$ cat src/rtl/stream_xbar_pkg.sv
// Shared constants and helpers for the buffered stream crossbar.
// Holds arbitration mode codes and the rotating priority pick.
package stream_xbar_pkg;

  localparam int ARB_RR    = 0;
  localparam int ARB_FIXED = 1;
  localparam int MAX_SRC   = 32;

  // Index of the first set request at or after start, wrapping at n;
  // -1 when nothing requests.
  function automatic int rr_select(
    input logic [MAX_SRC-1:0] req,
    input int                 start,
    input int                 n
  );
    int idx;
    int pick;
    pick = -1;
    for (int i = 0; i < MAX_SRC; i++) begin
      idx = (start + i) % n;
      if (i < n && pick < 0 && req[idx[4:0]]) begin
        pick = idx;
      end
    end
    return pick;
  endfunction

endpackage

$ cat src/rtl/stream_fifo.sv
// Synchronous FIFO with extra-MSB pointers for full/empty.
// Ports: push_i/wdata_i/full_o in, pop_i/rdata_o/empty_o out.
module stream_fifo #(
  parameter int WIDTH = 8,
  parameter int DEPTH = 4
) (
  input  logic             clk,
  input  logic             rst_n,
  input  logic             push_i,
  input  logic [WIDTH-1:0] wdata_i,
  output logic             full_o,
  input  logic             pop_i,
  output logic             empty_o,
  output logic [WIDTH-1:0] rdata_o
);

  localparam int AW = $clog2(DEPTH);

  logic [AW:0]      wptr_q, wptr_d;
  logic [AW:0]      rptr_q, rptr_d;
  logic [WIDTH-1:0] mem_q [DEPTH];
  logic             do_push;
  logic             do_pop;

  assign full_o  = (wptr_q[AW] != rptr_q[AW]) &&
                   (wptr_q[AW-1:0] == rptr_q[AW-1:0]);
  assign empty_o = (wptr_q == rptr_q);

  // Full refuses a push even when a pop happens in the same cycle.
  assign do_push = push_i && !full_o;
  assign do_pop  = pop_i && !empty_o;
  assign rdata_o = mem_q[rptr_q[AW-1:0]];

  always_comb begin
    wptr_d = wptr_q + {{AW{1'b0}}, do_push};
    rptr_d = rptr_q + {{AW{1'b0}}, do_pop};
  end

  always_ff @(posedge clk or negedge rst_n) begin
    if (!rst_n) begin
      wptr_q <= '0;
      rptr_q <= '0;
    end else begin
      wptr_q <= wptr_d;
      rptr_q <= rptr_d;
    end
  end

  always_ff @(posedge clk) begin
    if (do_push) begin
      mem_q[wptr_q[AW-1:0]] <= wdata_i;
    end
  end

endmodule

$ cat src/rtl/stream_xbar_buf.sv
// Packet-locking stream crossbar with one arbiter and FIFO per output.
// Ports: s_* input streams, m_* buffered outputs, err_dest_o bad-dest pulse.
module stream_xbar_buf
  import stream_xbar_pkg::*;
#(
  parameter int T_DATA_WIDTH = 8,
  parameter int S_DATA_COUNT = 2,
  parameter int M_DATA_COUNT = 3,
  parameter int FIFO_DEPTH   = 4,
  parameter int ARB_MODE     = 0,
  localparam int T_ID___WIDTH = $clog2(S_DATA_COUNT),
  localparam int T_DEST_WIDTH = $clog2(M_DATA_COUNT)
) (
  input  logic                                      clk,
  input  logic                                      rst_n,
  input  logic [S_DATA_COUNT-1:0][T_DATA_WIDTH-1:0] s_data_i,
  input  logic [S_DATA_COUNT-1:0][T_DEST_WIDTH-1:0] s_dest_i,
  input  logic [S_DATA_COUNT-1:0]                   s_last_i,
  input  logic [S_DATA_COUNT-1:0]                   s_valid_i,
  output logic [S_DATA_COUNT-1:0]                   s_ready_o,
  output logic [M_DATA_COUNT-1:0][T_DATA_WIDTH-1:0] m_data_o,
  output logic [M_DATA_COUNT-1:0][T_ID___WIDTH-1:0] m_id_o,
  output logic [M_DATA_COUNT-1:0]                   m_last_o,
  output logic [M_DATA_COUNT-1:0]                   m_valid_o,
  input  logic [M_DATA_COUNT-1:0]                   m_ready_i,
  output logic [S_DATA_COUNT-1:0]                   err_dest_o
);

  localparam int EW = T_DATA_WIDTH + T_ID___WIDTH + 1;
  localparam logic [T_DEST_WIDTH:0] M_LIM =
    (T_DEST_WIDTH+1)'(M_DATA_COUNT);

  logic [M_DATA_COUNT-1:0][S_DATA_COUNT-1:0] req;
  logic [M_DATA_COUNT-1:0][S_DATA_COUNT-1:0] gnt;
  logic [M_DATA_COUNT-1:0]                   push;
  logic [M_DATA_COUNT-1:0]                   pop;
  logic [M_DATA_COUNT-1:0]                   full;
  logic [M_DATA_COUNT-1:0]                   empty;
  logic [M_DATA_COUNT-1:0][EW-1:0]           wdata;
  logic [M_DATA_COUNT-1:0][EW-1:0]           rdata;
  logic [S_DATA_COUNT-1:0]                   bad;

  logic [M_DATA_COUNT-1:0]                   lock_q, lock_d;
  logic [M_DATA_COUNT-1:0][T_ID___WIDTH-1:0] owner_q, owner_d;
  logic [M_DATA_COUNT-1:0][T_ID___WIDTH-1:0] rr_q, rr_d;
  logic [S_DATA_COUNT-1:0]                   slock_q, slock_d;
  logic [S_DATA_COUNT-1:0][T_DEST_WIDTH-1:0] sdest_q, sdest_d;

  int pick;
  int start_v;

  always_comb begin
    lock_d     = lock_q;
    owner_d    = owner_q;
    rr_d       = rr_q;
    slock_d    = slock_q;
    sdest_d    = sdest_q;
    req        = '0;
    gnt        = '0;
    push       = '0;
    wdata      = '0;
    bad        = '0;
    s_ready_o  = '0;
    err_dest_o = '0;
    pick       = -1;
    start_v    = 0;

    for (int s = 0; s < S_DATA_COUNT; s++) begin
      bad[s] = s_valid_i[s] && !slock_q[s] &&
               ({1'b0, s_dest_i[s]} >= M_LIM);
    end

    // A locked source keeps targeting its packet's output.
    for (int m = 0; m < M_DATA_COUNT; m++) begin
      for (int s = 0; s < S_DATA_COUNT; s++) begin
        req[m][s] = s_valid_i[s] &&
          (slock_q[s] ? (sdest_q[s] == T_DEST_WIDTH'(m))
                      : (s_dest_i[s] == T_DEST_WIDTH'(m)));
      end
    end

    for (int m = 0; m < M_DATA_COUNT; m++) begin
      start_v = (ARB_MODE == ARB_FIXED) ? 0 : int'(rr_q[m]);
      pick    = rr_select(MAX_SRC'(req[m]), start_v, S_DATA_COUNT);
      for (int s = 0; s < S_DATA_COUNT; s++) begin
        gnt[m][s] = lock_q[m]
          ? (req[m][s] && owner_q[m] == T_ID___WIDTH'(s))
          : (pick == s);
      end

      if (!full[m]) begin
        for (int s = 0; s < S_DATA_COUNT; s++) begin
          if (gnt[m][s]) begin
            push[m]      = 1'b1;
            s_ready_o[s] = 1'b1;
            wdata[m]     = {s_data_i[s], T_ID___WIDTH'(s), s_last_i[s]};
            if (s_last_i[s]) begin
              lock_d[m]  = 1'b0;
              slock_d[s] = 1'b0;
              rr_d[m]    = T_ID___WIDTH'((s + 1) % S_DATA_COUNT);
            end else begin
              lock_d[m]  = 1'b1;
              owner_d[m] = T_ID___WIDTH'(s);
              slock_d[s] = 1'b1;
              sdest_d[s] = T_DEST_WIDTH'(m);
            end
          end
        end
      end
    end

    // Out-of-range beats are swallowed and flagged.
    for (int s = 0; s < S_DATA_COUNT; s++) begin
      if (bad[s]) begin
        s_ready_o[s]  = 1'b1;
        err_dest_o[s] = 1'b1;
      end
    end

    if (!rst_n) begin
      s_ready_o  = '0;
      err_dest_o = '0;
      push       = '0;
    end
  end

  always_ff @(posedge clk or negedge rst_n) begin
    if (!rst_n) begin
      lock_q  <= '0;
      owner_q <= '0;
      rr_q    <= '0;
      slock_q <= '0;
      sdest_q <= '0;
    end else begin
      lock_q  <= lock_d;
      owner_q <= owner_d;
      rr_q    <= rr_d;
      slock_q <= slock_d;
      sdest_q <= sdest_d;
    end
  end

  for (genvar m = 0; m < M_DATA_COUNT; m++) begin : g_out
    stream_fifo #(
      .WIDTH (EW),
      .DEPTH (FIFO_DEPTH)
    ) u_fifo (
      .clk     (clk),
      .rst_n   (rst_n),
      .push_i  (push[m]),
      .wdata_i (wdata[m]),
      .full_o  (full[m]),
      .pop_i   (pop[m]),
      .empty_o (empty[m]),
      .rdata_o (rdata[m])
    );

    assign pop[m]       = m_ready_i[m] && !empty[m];
    assign m_valid_o[m] = !empty[m];
    assign m_data_o[m]  = rdata[m][EW-1 -: T_DATA_WIDTH];
    assign m_id_o[m]    = rdata[m][T_ID___WIDTH:1];
    assign m_last_o[m]  = !empty[m] && rdata[m][0];
  end

endmodule

$ cat config.mk
export PLATFORM = sky130hd
export DESIGN_NAME = stream_xbar_buf
export DESIGN_NICKNAME = d
export VERILOG_FILES = /design/src/rtl/stream_xbar_pkg.sv /design/src/rtl/stream_fifo.sv /design/src/rtl/stream_xbar_buf.sv
export SDC_FILE = /design/constraint.sdc
export NUM_CORES = 1
export LEC_CHECK = 0
export ABC_CLOCK_PERIOD_IN_PS = 4400
export BUFFER_PORTS_ARGS = -buffer_cell sky130_fd_sc_hd__buf_2
export CORE_ASPECT_RATIO = 1.1
export CORE_MARGIN = 5
export CORE_UTILIZATION = 50
export CTS_BUF_LIST = sky130_fd_sc_hd__clkbuf_4 sky130_fd_sc_hd__clkbuf_8 sky130_fd_sc_hd__clkbuf_16
export DETAILED_ROUTE_END_ITERATION = 8
export PLACE_DENSITY = 0.79
export SLEW_MARGIN = 10
export SYNTH_ARGS = -nofsm -noshare
export SYNTH_HDL_FRONTEND = slang
export SYNTH_SLANG_ARGS = --single-unit
$ cat constraint.sdc
create_clock -name clk -period 4.4 [get_ports clk]
set_clock_uncertainty 0.15 [all_clocks]
set_input_delay 0.88 -clock clk [delete_from_list [all_inputs] [get_ports clk]]
set_output_delay 0.88 -clock clk [all_outputs]
set_load 0.005 [all_outputs]
==> results of run 1 <==
## layout by cell type, fill, tap and decap left out, drive strengths merged, types with 3 or more instances in the layout
cell type / count
edfxtp: 120
buf: 72
dfrtp: 33
mux4: 30
nor2: 28
clkbuf: 20
o221a: 16
ha: 12
a21oi: 12
o21ai: 12
inv: 11
clkinv: 11
xor2: 9
nand2: 9
and2: 8
and4b: 7
xnor2: 6
nand3: 6
nor3b: 5
nor3: 5
mux2i: 4
nand3b: 3
nor2b: 3
and3: 3
or2: 3
o211ai: 3
mux2: 3
## stage by stage
stage	utilization [%]	cell area [µm²]
6_report	58.6	7710
5_1_grt	58.6	7710
4_1_cts	58.6	7710
3_5_place_dp	54.6	7180
3_3_place_gp	54.6	7180
2_1_floorplan	-	6680
## sequential cells by signal, summed over array words and instances (netlist names)
signal and flops:
rr_q 3, lock_q 3, g_out.u_fifo.rptr_q 9, slock_q 2, g_out.u_fifo.mem_q 120, sdest_q 4
owner_q 3, g_out.u_fifo.wptr_q 9
## per-layer routing
metal,wire [µm],GRT usage [%],up-vias
met5,0,0,-
met4,358,7.96,0
met3,807,4.17,26
met2,6960,28.9,152
met1,5350,22.9,1938
li1,-,-,1759
## final cells by class
| cell class | count | area (µm²) | area share [%] |
|---|---|---|---|
| sequential | 153 | 4430 | 57.4 |
| multi-input combinational | 221 | 2130 | 27.6 |
| timing repair buffer | 72 | 378 | 4.90 |
| clock inverter | 12 | 83.8 | 1.09 |
| tap | 161 | 201 | 2.61 |
| clock buffer | 20 | 448 | 5.81 |
| inverter | 11 | 41.3 | 0.535 |
## logic make-up (layout without fill, tap and decap cells)
group	count (synthesis)	after routing	share of synthesized area [%]
DFF	153	153	66.3
and+or+nand+nor	94	94	8.73
AOI/OAI and AO/OA	63	63	7.72
muxes	37	37	11.2
buffers and inverters	26	115	1.76
xor gates and xnor gates	15	15	1.97
adders and majority gates	12	12	2.25
## cells in the mapped netlist (7+ instances only)
master	number	share of area, %
nand2_1	9	0.51
buf_2	7	0.52
inv_1	9	0.51
edfxtp_1	120	54
xor2_1	9	1.2
dfrtp_1	33	12
o221a_1	14	2.4
mux4_2	30	10
o21ai_1	10	0.75
a21oi_1	11	0.82
and2_1	8	0.75
ha_1	12	2.2
nor2_1	28	1.6
## power by group
part,switching [µW],internal (µW)
Clock,526,781
Sequential,242,1920
Combinational,858,774
## final timing paths
check,from,endpoint,slack [ns]
setup reg to reg,slock_q[1],g_out[1].u_fifo.mem_q[1][0],1.54
min in group clk,g_out[0].u_fifo.wptr_q[2],g_out[0].u_fifo.wptr_q[2],0.34
setup / recovery,s_valid_i[1],s_ready_o[1],0.79
hold reg to reg,g_out[0].u_fifo.wptr_q[2],g_out[0].u_fifo.wptr_q[2],0.34
max in group asynchronous,rst_n,g_out[1].u_fifo.rptr_q[1],3.25
hold / removal,rst_n,sdest_q[1],0.17
==> impl_metrics.env, run 1 <==
export IMPL_wl_um=13500
export IMPL_dp_cells=618
export IMPL_critPathTopFamily="compound AO/OA/AOI/OAI gates"
export IMPL_fillCellCount=932
export IMPL_worstMarginPinSlew_ns=0.632
export IMPL_p_leak_uw=0.00291
export IMPL_cts_repair_resize_count=0
export IMPL_final_antenna_net_count=0
export IMPL_chipHeight_um=131
export IMPL_powerDensity_mw_per_mm2=661
export IMPL_drt_first_iter_violations=289
export IMPL_io_pin_count=66
export IMPL_avgRoutedWirePerCell_um=20.7
export IMPL_cts_htree_levels=4
export IMPL_post_cts_setup_buffers=0
export IMPL_final_net_count=517
export IMPL_crit_path_slowest_cell="o2111a_1"
export IMPL_track_usage_pct=17.8
export IMPL_critical_path_buf_inv_count=2
export IMPL_yosys_cell_types_count=63
export IMPL_synth_avg_cell_area_um2=16.7
export IMPL_clock_tree_buffer_depth=2
export IMPL_rsz0062_at_grt="false"
export IMPL_insertion_delay_ns=0.42
export IMPL_worst_path_most_repeated_cell="buf_2"
export IMPL_number_of_vias_per_cell_after_detailed_routing=5.96
export IMPL_final_cells=650
export IMPL_post_route_drc_count=0
export IMPL_die_area_mm2=0.0158
export IMPL_crit_type="primary input to primary output"
export IMPL_total_power_uw=5100
export IMPL_cp_num_cells=6
export IMPL_layout_drive_gt1_share_pct=30.1
export IMPL_slowest_delay_ns=0.61
export IMPL_cts_tree="built"
export IMPL_count_of_state_elements_after_synthesis=153
export IMPL_grt_start_max_net_pins=40
export IMPL_tritoncts_num_buffers=17
export IMPL_dieWidth_um=120
export IMPL_cap_viol_max_count=0
export IMPL_vdd_ir_drop_max_mv=0.297
export IMPL_number_of_buffers_inserted_by_port_buffering=65
export IMPL_pre_cts_ws_ns=0.809
export IMPL_grt_pass1_wl_um=21300
export IMPL_async_flop_share_pct=21.6
export IMPL_hold_class="primary input to asynchronous set/reset pin"
export IMPL_synth_edff_count=120
export IMPL_reg2reg_depth=5
export IMPL_clk_pin_slew_ns=0.06
export IMPL_yosys_most_used_dff="edfxtp_1"
export IMPL_hold_worst_slack_ns=0.166
export IMPL_initial_util_pct=50.7
export IMPL_antenna_found_initial=0
export IMPL_first_global_vias=3931
export IMPL_highest_fanout_seen_on_the_critical_path=18
export IMPL_slew_viol_final=0
export IMPL_floorplan_rows=44
export IMPL_worst_setup_path_start_kind="primary input"
export IMPL_period_minus_slack_ns=3.61
export IMPL_critical_path_cell_chain="buf_2 -> nor4bb_1 -> or2_1 -> o2111a_1 -> o41a_1 -> buf_2"
export IMPL_core_mm2=0.0132
export IMPL_drt_pass1_iterations=5
export IMPL_post_synth_instance_area_mm2=0.00668
export IMPL_hpwlAfterDp_um=9300
export IMPL_synthesis_instances=400
export IMPL_fmax_ghz=0.277
export IMPL_yosys_warnings=0
export IMPL_timing_final_setup_violations=0
export IMPL_global_route_overflow_total=0
export IMPL_number_of_diodes=0
export IMPL_cts_hold_buf=0
export IMPL_ys_seq_area_share_pct=66.3
export IMPL_run_status="finished, final reports clean"
export IMPL_vias=3875
export IMPL_worst_ep_arrival_time_ns=2.58
export IMPL_setup_ws_ns=0.792
export IMPL_relSlewSlack_pct=57.9
export IMPL_critical_path_endpoint_type="primary output"
export IMPL_critPathRequiredTime_ns=3.37
export IMPL_hold_violations=0
export IMPL_replace_congestion=0.859
export IMPL_timing_final_crit_share_pct=82.0
export IMPL_fin_setup_tns_ns=0
export IMPL_clock_root_buffer="clkbuf_16"
export IMPL_synthesized_netlist_net_count=441
export IMPL_sink_count=153
export IMPL_layout_area_overhead_vs_synth_pct=15.5
Power figures use the tool's default switching activity.
==> inputs of run 2 (changes only) <==
- ABC_AREA: default -> 1
- ABC_CLOCK_PERIOD_IN_PS: 4400 -> 3100
- PLACE_DENSITY: 0.79 -> 0.82
- clock period: 4.4 -> 3.1 ns (I/O delays scaled with it)
==> run 2 against run 1 <==
Non-clock buffer count rose by 11. Register-to-register slack got worse by 0.90 ns. First-iteration DRC count rose by 77%. Worst setup slack got worse by 0.64 ns. Cell area rose by 3.9%. Sequential share of layout area fell by 2.2 points. Via count rose by 30%. Clock power rose by 56%. Combinational power rose by 82%. Count of clock-buffer cells in the layout rose by 1. Die area rose by 1.5%. Total power rose by 59%. Largest power group unchanged.
==> impl_metrics.env, run 2 <==
export IMPL_run_status="finished, final reports clean"
export IMPL_yosys_warnings=0
export IMPL_critical_path_cell_chain="xnor2_1 -> nand3_2 -> nand2_1 -> inv_2 -> nand2_2 -> nand3_1 -> nand2_1 -> nand2_1 -> buf_2"
export IMPL_synth_largest_area_cell="edfxtp_1"
export IMPL_crit_type="flop to primary output"
export IMPL_crit_path_slowest_cell="dfrtp_1"
export IMPL_fmax_ghz=0.340
export IMPL_antenna_found_initial=0
export IMPL_post_cts_setup_buffers=0
export IMPL_powerDensity_mw_per_mm2=1010
export IMPL_hold_violations=0
export IMPL_initial_util_pct=51.1
export IMPL_dp_cells=879
export IMPL_worstMarginPinSlew_ns=0.567
export IMPL_critPathRequiredTime_ns=2.33
export IMPL_tritoncts_num_buffers=17
export IMPL_largest_register_ffs=120
export IMPL_setup_reg_to_reg_worst_slack_ns=0.64
export IMPL_replace_congestion=0.912
export IMPL_yosysMostFrequentCell="edfxtp_1"
export IMPL_insertion_delay_ns=0.42
export IMPL_layout_area_overhead_vs_synth_pct=18.1
export IMPL_first_global_vias=5013
export IMPL_clkPwrFrac_pct=25.3
export IMPL_critical_path_endpoint_type="primary output"
export IMPL_total_switching_power_uw=3040
export IMPL_holdCritStartpoint="owner_q[1]"
export IMPL_synthesized_netlist_net_count=670
export IMPL_p_int_uw=5070
export IMPL_reg2reg_depth=11
export IMPL_track_usage_pct=20.9
export IMPL_final_antenna_net_count=0
export IMPL_final_seq_area_mm2=0.00443
export IMPL_hold_class="flop to flop"
export IMPL_endpoint_of_the_most_critical_register_to_register_path="g_out[1].u_fifo.wptr_q[2]"
export IMPL_p_leak_uw=0.00337
export IMPL_yosys_cell_types_count=30
export IMPL_post_route_drc_count=0
export IMPL_ys_top_cells_by_area="edfxtp_1, dfrtp_1, nor2_1"
export IMPL_grt_pass1_wl_um=25800
export IMPL_synth_avg_cell_area_um2=10.8
export IMPL_fin_setup_tns_ns=0
export IMPL_slew_viol_final=0
export IMPL_hpwlAfterDp_um=11100
export IMPL_synth_top_cell_area_share_pct=53.1
export IMPL_synth_edff_count=120
export IMPL_cts_htree_levels=4
export IMPL_timing_final_crit_share_pct=95.0
export IMPL_timing_final_setup_violations=0
export IMPL_layout_commonest_cell="edfxtp_1"
export IMPL_setup_ws_ns=0.156
export IMPL_seqPwrFrac_pct=38.1
export IMPL_pre_cts_ws_ns=0.506
export IMPL_async_flop_share_pct=21.6
export IMPL_die_area_mm2=0.0160
export IMPL_final_cell_mix="edfxtp_1, nor2_1, nand2_1"
export IMPL_power_share_switching_pct=37.5
export IMPL_worst_hold_path_cell_count=2
export IMPL_worst_ep_arrival_time_ns=2.17
export IMPL_yosys_most_used_dff="edfxtp_1"
export IMPL_number_of_diodes=0
export IMPL_drt_pass1_iterations=5
export IMPL_relSlewSlack_pct=62.2
export IMPL_multi_input_comb_area_mm2=0.00209
export IMPL_netlist_top_cells_count="edfxtp_1, nor2_1, nand2_1"
export IMPL_clock_root_buffer="clkbuf_16"
export IMPL_floorplan_rows=44
export IMPL_sink_count=153
export IMPL_drt_first_iter_violations=512
export IMPL_highest_fanout_seen_on_the_critical_path=13
export IMPL_period_minus_slack_ns=2.94
export IMPL_total_power_uw=8110
export IMPL_rsz0062_at_grt="false"
export IMPL_avgRoutedWirePerCell_um=17.6
export IMPL_synthesis_instances=629
export IMPL_vias=5051
export IMPL_vdd_ir_drop_max_mv=0.443
export IMPL_clock_tree_buffer_depth=2
export IMPL_worst_setup_path_start_kind="flop"
export IMPL_ys_seq_area_share_pct=65.3
export IMPL_grt_start_max_net_pins=23
export IMPL_combinationalPowerShare_pct=36.6
export IMPL_global_route_overflow_total=0
export IMPL_fillCellCount=1037
export IMPL_reg2reg_from="g_out[1].u_fifo.rptr_q[1]"
export IMPL_final_cells=912
export IMPL_io_pin_count=66
export IMPL_cts_tree="built"
export IMPL_chipHeight_um=132
export IMPL_count_of_state_elements_after_synthesis=153
export IMPL_worst_path_most_repeated_cell="nand2_1"
export IMPL_clk_pin_slew_ns=0.06
export IMPL_wl_um=16000
export IMPL_final_net_count=756
export IMPL_post_synth_instance_area_mm2=0.00679
export IMPL_slowest_delay_ns=0.53
export IMPL_dieWidth_um=121
export IMPL_layout_drive_gt1_share_pct=19.9
export IMPL_cap_viol_max_count=0
export IMPL_worstHoldEndpoint="owner_q[1]"
export IMPL_number_of_buffers_inserted_by_port_buffering=65
export IMPL_number_of_vias_per_cell_after_detailed_routing=5.54
export IMPL_core_mm2=0.0133
==> run 2: changes by cell type after synthesis, moves of 9 or more <==
| cell | previous run | this run |
|---|---|---|
| nor2_1 | 28 | 119 |
| nand2_1 | 9 | 82 |
| o21ai_0 | 2 | 74 |
| inv_1 | 9 | 47 |
| mux4_2 | 30 | 0 |
| o22ai_1 | 2 | 30 |
| o221a_1 | 14 | 0 |
| a21oi_1 | 11 | 22 |
| clkbuf_1 | 6 | 15 |
| nand2_2 | 0 | 9 |
==> run 2: power groups by stage <==
stage               registers (µW)  logic, µW  clock network [µW]
finish                        3090       2970                2050
global route                  3150       3320                2160
CTS                           3090       2980                2070
detailed placement            3130       2930                   0
global placement              3100       2790                   0
floorplan                     3030       1930                   0
==> run 2: through the flow <==
stage	hold WS (ns)	instance area, µm²	util, %
3_3_place_gp	0.311	7420	55.9
4_1_cts	0.310	8020	60.4
2_1_floorplan	0.174	6790	-
3_5_place_dp	0.315	7420	55.9
5_1_grt	0.333	8020	60.4
6_report	0.331	8020	60.4
==> run 2: worst max-delay path by stage <==
| stage | from | endpoint | slack, ns | depth (start not counted) |
|---|---|---|---|---|
| 2_1_floorplan | s_dest_i[3] | g_out[1].u_fifo.mem_q[0][0] | 0.74 | 9 |
| 3_3_place_gp | s_dest_i[1] | s_ready_o[1] | 0.55 | 10 |
| 3_5_place_dp | s_dest_i[2] | s_ready_o[1] | 0.51 | 9 |
| 4_1_cts | g_out[1].u_fifo.rptr_q[1] | s_ready_o[0] | 0.13 | 9 |
| 5_1_grt | g_out[1].u_fifo.rptr_q[1] | s_ready_o[0] | 0.02 | 9 |
| 6_report | g_out[1].u_fifo.rptr_q[1] | s_ready_o[0] | 0.16 | 9 |
==> run 2: what timing repair did <==
item / in CTS / in global routing
endpoints found under the hold margin: 13 / 0
hold buffers: 1 / 0
gates resized for setup: 0 / 0
==> run 2: final cells by class <==
type                       instances  share of cell area (%)
multi-input combinational        406                    26.1
clock inverter                    11                    1.50
tap                              184                    2.87
sequential                       153                    55.3
timing repair buffer              83                    5.93
clock buffer                      21                    5.84
inverter                          54                    2.53
==> run 2: kinds of logic after synthesis <==
group / after synthesis / synth area share [%]
fa+ha+maj: 12 / 2.21
buf+inv: 70 / 3.93
xor+xnor: 15 / 1.94
compound gates: 134 / 10.7
simple gates: 245 / 15.9
flops: 153 / 65.3
==> run 2: critical path: cells and delay by family (launching register included) <==
kind          cells  cell delay, ns
xor+xnor          1            0.33
buf+inv           2            0.18
flops             1            0.53
simple gates      6            0.71
==> run 2: routing by layer <==
layer / track usage (%) / wire length [µm] / vias up
met5: 0 / 0 / -
met4: 8.19 / 379 / 0
met3: 4.98 / 1100 / 34
met2: 34.7 / 8140 / 211
met1: 26.3 / 6410 / 2454
li1: - / - / 2352
